==> src/rtl/restoring_div64x32.sv <==
// Sequential radix-2 restoring divider: 64-bit unsigned dividend / 32-bit divisor,
// one quotient bit per cycle, with divide-by-zero and quotient-overflow detection.
module restoring_div64x32 (
  input  logic        clk,
  input  logic        rst,
  input  logic        start,
  input  logic [63:0] dividend,
  input  logic [31:0] divisor,
  output logic [31:0] quotient,
  output logic [31:0] remainder,
  output logic        busy,
  output logic        done,
  output logic        div_by_zero,
  output logic        overflow
);

  typedef enum logic [0:0] {
    IDLE = 1'b0,
    CALC = 1'b1
  } state_t;

  state_t      state_r;
  logic [4:0]  cnt_r;
  logic [31:0] rem_r;
  logic [31:0] q_r;
  logic [31:0] dvs_r;
  logic        pend_r;
  logic        pend_dbz_r;
  logic [31:0] pend_rem_r;

  logic [32:0] t_s;
  logic [32:0] diff_s;
  logic        ge_s;
  logic [31:0] rem_nxt_s;
  logic [31:0] q_nxt_s;

  // One restoring step: shift in the next dividend bit, subtract when it fits (33-bit compare)
  always_comb begin
    t_s    = {rem_r, q_r[31]};
    diff_s = t_s - {1'b0, dvs_r};
    ge_s   = (t_s >= {1'b0, dvs_r});
    if (ge_s) begin
      rem_nxt_s = diff_s[31:0];
    end else begin
      rem_nxt_s = t_s[31:0];
    end
    q_nxt_s = {q_r[30:0], ge_s};
  end

  // Control FSM, iteration datapath and registered result/status outputs
  always_ff @(posedge clk) begin
    if (rst) begin
      state_r     <= IDLE;
      cnt_r       <= 5'd0;
      rem_r       <= 32'd0;
      q_r         <= 32'd0;
      dvs_r       <= 32'd0;
      pend_r      <= 1'b0;
      pend_dbz_r  <= 1'b0;
      pend_rem_r  <= 32'd0;
      quotient    <= 32'd0;
      remainder   <= 32'd0;
      busy        <= 1'b0;
      done        <= 1'b0;
      div_by_zero <= 1'b0;
      overflow    <= 1'b0;
    end else begin
      done <= 1'b0;
      // Exceptions detected at accept publish their result one edge later
      if (pend_r) begin
        quotient    <= 32'hFFFF_FFFF;
        remainder   <= pend_rem_r;
        div_by_zero <= pend_dbz_r;
        overflow    <= ~pend_dbz_r;
        done        <= 1'b1;
        pend_r      <= 1'b0;
      end
      case (state_r)
        IDLE: begin
          if (start) begin
            if (divisor == 32'd0) begin
              pend_r     <= 1'b1;
              pend_dbz_r <= 1'b1;
              pend_rem_r <= dividend[31:0];
            end else if (dividend[63:32] >= divisor) begin
              pend_r     <= 1'b1;
              pend_dbz_r <= 1'b0;
              pend_rem_r <= 32'd0;
            end else begin
              rem_r   <= dividend[63:32];
              q_r     <= dividend[31:0];
              dvs_r   <= divisor;
              cnt_r   <= 5'd0;
              busy    <= 1'b1;
              state_r <= CALC;
            end
          end
        end
        CALC: begin
          rem_r <= rem_nxt_s;
          q_r   <= q_nxt_s;
          cnt_r <= cnt_r + 5'd1;
          if (cnt_r == 5'd31) begin
            quotient    <= q_nxt_s;
            remainder   <= rem_nxt_s;
            div_by_zero <= 1'b0;
            overflow    <= 1'b0;
            done        <= 1'b1;
            busy        <= 1'b0;
            cnt_r       <= 5'd0;
            state_r     <= IDLE;
          end
        end
        default: begin
          state_r <= IDLE;
          busy    <= 1'b0;
          cnt_r   <= 5'd0;
        end
      endcase
    end
  end

endmodule

==> config.mk <==
export PLATFORM = sky130hd
export DESIGN_NAME = restoring_div64x32
export DESIGN_NICKNAME = d
export VERILOG_FILES = /design/src/rtl/restoring_div64x32.sv
export SDC_FILE = /design/constraint.sdc
export NUM_CORES = 1
export LEC_CHECK = 0
export ABC_AREA = 1
export ABC_CLOCK_PERIOD_IN_PS = 4400
export CORE_MARGIN = 2
export CORE_UTILIZATION = 60
export CTS_CLUSTER_SIZE = 10
export DETAILED_ROUTE_END_ITERATION = 6
export GPL_TIMING_DRIVEN = 0
export PLACE_DENSITY_LB_ADDON = 0.08
export SYNTH_ARGS = -nofsm -noshare
export SYNTH_HDL_FRONTEND = slang
export SYNTH_SLANG_ARGS = --single-unit
==> constraint.sdc <==
create_clock -name clk -period 4.4 [get_ports clk]
set_input_delay 0.88 -clock clk [delete_from_list [all_inputs] [get_ports clk]]
set_output_delay 0.88 -clock clk [all_outputs]
set_load 0.02 [all_outputs]
==> metrics.cfg <==
[min_path]
hold_start=pend_rem_r[31]$_SDFFE_PP0P_
holdPathEnd=remainder[31]$_SDFF_PP0_
hold_depth=2
min_path_type=reg2reg

[worst_setup_path]
path_max_fanout=10
rr_startpoint=cnt_r[1]$_SDFFE_PP0P_
critical_path_class=in2reg
reg2reg_depth=11
crit_required_ns=4.84
ff2ff_setup_slack_ns=1.57
critPathCaptureType=flip-flop
r2r_end=remainder[4]$_SDFF_PP0_
cp_data_arrival_time_ns=3.97
start_kind=input pin

[pwr]
internal_power_mw=3.85
clkPwrFrac=0.269
peakVddDrop_mv=0.315
p_sw_frac=0.407
combPwrFrac=0.408
power_density_mw_per_mm2=438
seqPwrFrac=0.323
power.leakage_nw=7.00
p_sw_mw=2.64

[route]
via_per_inst=5.80
drt_iter0_markers=1408
firstDrtPassIters=7
wire_per_inst_um=18.7
antenna_left=0
drc=15
vias=13500
wirelength_um=43400

[logic_synthesis]
synth_cell_type_count=48
yosysSeqAreaShare=0.335
synth_top_area_cell=dfxtp_1
synth_top_area_frac=0.335
yosys_warnings=0
syn_avg_cell_area_sq_um=6.55
synth_cells=1862
ys_seq_elements=204
syn_nets=2028
syn_area_sq_mm=0.0122
synth_area_leaders=dfxtp_1 33%, nand2_1 18%, nand3_1 8.3%

[timing]
period_share=0.803
max_slew_margin=0.359
tns_ns=0
fmax_ghz=0.283
finClkSkew_ns=0.0101
setup_violations=0
final_hold_viol_count=0
holdWs_ns=0.462
slew_viol_final=0
rsz0062_at_grt=no
timing_worst_slew_pin_value_ns=0.961
fin_crit_ns=3.53
timing.final.ws_setup_ns=0.867

[cells_and_area]
final_cell_mix=572 x nand2_1, 241 x inv_1, 204 x dfxtp_1
drive_gt1_frac=0.0652
fin_cells=2324
layout_commonest_cell=nand2_1
fin_util=0.737
area_growth_pct=21.5
diodes=0
nets=2219
fill_cells=1650

[floorplanning]
pin_count=167
core_area_sq_mm=0.0201
die_h_um=147
die_w_um=147
die_area_sq_mm=0.0215
row_count=52
start_util=0.606

[flow_run]
drv_cap=0

[global_route]
antenna_found_initial=0
grt_util_all_layers=0.395
grt_pass1_vias=12500
grt_max_degree=12
grt_first_pass_wirelength_um=66800
grt_overflow=0

[placement]
dpl_worst_slack_ns=0.525
portBuffers=165
gp_congestion=0.976
hpwl_um=33600
placed_cells=2297

[clocking]
cts_max_path_buffers=3
tritoncts=built
ctsHoldBuffers=0
clock_sinks=204
clk_pin_slew_ns=0.06
cts_resized=0
cts_buffers=24
ctsRootBufferMaster=clkbuf_16
post-cts-setup-buffers=0
clock_latency_ns=0.51
cts_max_level=1

[status]
violations=DRC
status=finished, violations left

area by class of cell:
type / instances / area (sq um) / area share
multi-input combinational: 1321 / 6760 / 0.456
sequential: 204 / 4080 / 0.276
timing repair buffer: 165 / 1650 / 0.111
inverter: 248 / 933 / 0.0630
clock buffer: 26 / 629 / 0.0425
buffer: 89 / 419 / 0.0283
tap: 270 / 338 / 0.0228
clock inverter: 1 / 7.51 / 0.000507
worst max path at each step:
stage	startpoint	end	depth (start not counted)
after global placement	divisor[15]	rem_r[9]$_SDFFE_PP0P_	16
final	divisor[17]	dvs_r[10]$_SDFFE_PP0P_	15
after global routing	divisor[15]	rem_r[21]$_SDFFE_PP0P_	17
after detailed placement	divisor[15]	dvs_r[10]$_SDFFE_PP0P_	13
after floorplan	divisor[23]	dvs_r[0]$_SDFFE_PP0P_	11
after CTS	divisor[15]	dvs_r[10]$_SDFFE_PP0P_	13
power by group through the flow:
stage	combinational, mW	sequential, mW	clock, mW
global placement	2.53	2.12	0
finish	2.65	2.10	1.75
floorplan	1.77	2.11	0
global route	2.90	2.10	1.81
detailed placement	2.56	2.12	0
CTS	2.58	2.09	1.73
routing by layer:
layer	up-vias	GRT usage	routed length, um
met3	168	0.0666	4830
met1	6078	0.526	17500
met2	855	0.631	18800
met4	0	0.178	2240
li1	6367	-	-
met5	-	0	0
per-stage QoR:
step	total power [mW]	area (sq um)
floorplan	3.88	12200
global placement	4.65	14200
detailed placement	4.68	14200
CTS	6.40	14800
global route	6.81	14800
finish	6.49	14800
kinds of logic (layout without fill, tap and decap cells):
kind of cell,Yosys count,after routing,synth area share
AO/OA/AOI/OAI,286,286,0.139
XOR/XNOR,17,17,0.0122
adder cells (fa/ha/maj),67,67,0.0694
buffers and inverters,337,529,0.111
flip-flops,204,204,0.335
multiplexers,7,7,0.00575
AND/OR/NAND/NOR,944,944,0.328
state kept, by name, summed over array words and instances, names as in the netlist:
register / flops
pend_dbz_r: 1
q_r: 32
remainder: 32
quotient: 32
rem_r: 32
cnt_r: 5
dvs_r: 32
pend_r: 1
overflow: 1
div_by_zero: 1
done: 1
state_r: 1
pend_rem_r: 32
busy: 1
critical path, cell delays in order:
cell and delay (ns):
clkdlybuf4s50_1 0.48, inv_1 0.07, ha_1 0.30, nand2_1 0.08
nand2_1 0.05, nand2_1 0.05, nand2_1 0.04, nand2_1 0.07
nand2_1 0.10, a21oi_1 0.39, nand4_2 0.24, nor2_2 0.41
buf_2 0.48, o21ai_0 0.17, a21oi_1 0.16
synth_stat cells (all sizes together):
cell    count
xor2       12
o221a      30
ha         66
a22o        1
buf        40
o21bai      7
and3        1
a21o        6
dfxtp     204
nand3b      1
nand2     588
nor4        4
clkbuf     49
fa          1
inv       246
clkinv      2
o221ai      1
nand3     206
nor2      112
or2         3
nor2b       2
and2        4
nand4      14
o21a        3
xnor2       5
nor3        9
a211oi      1
a21oi     177
o21ai      60
mux2i       7
Power figures use the tool's default switching activity.
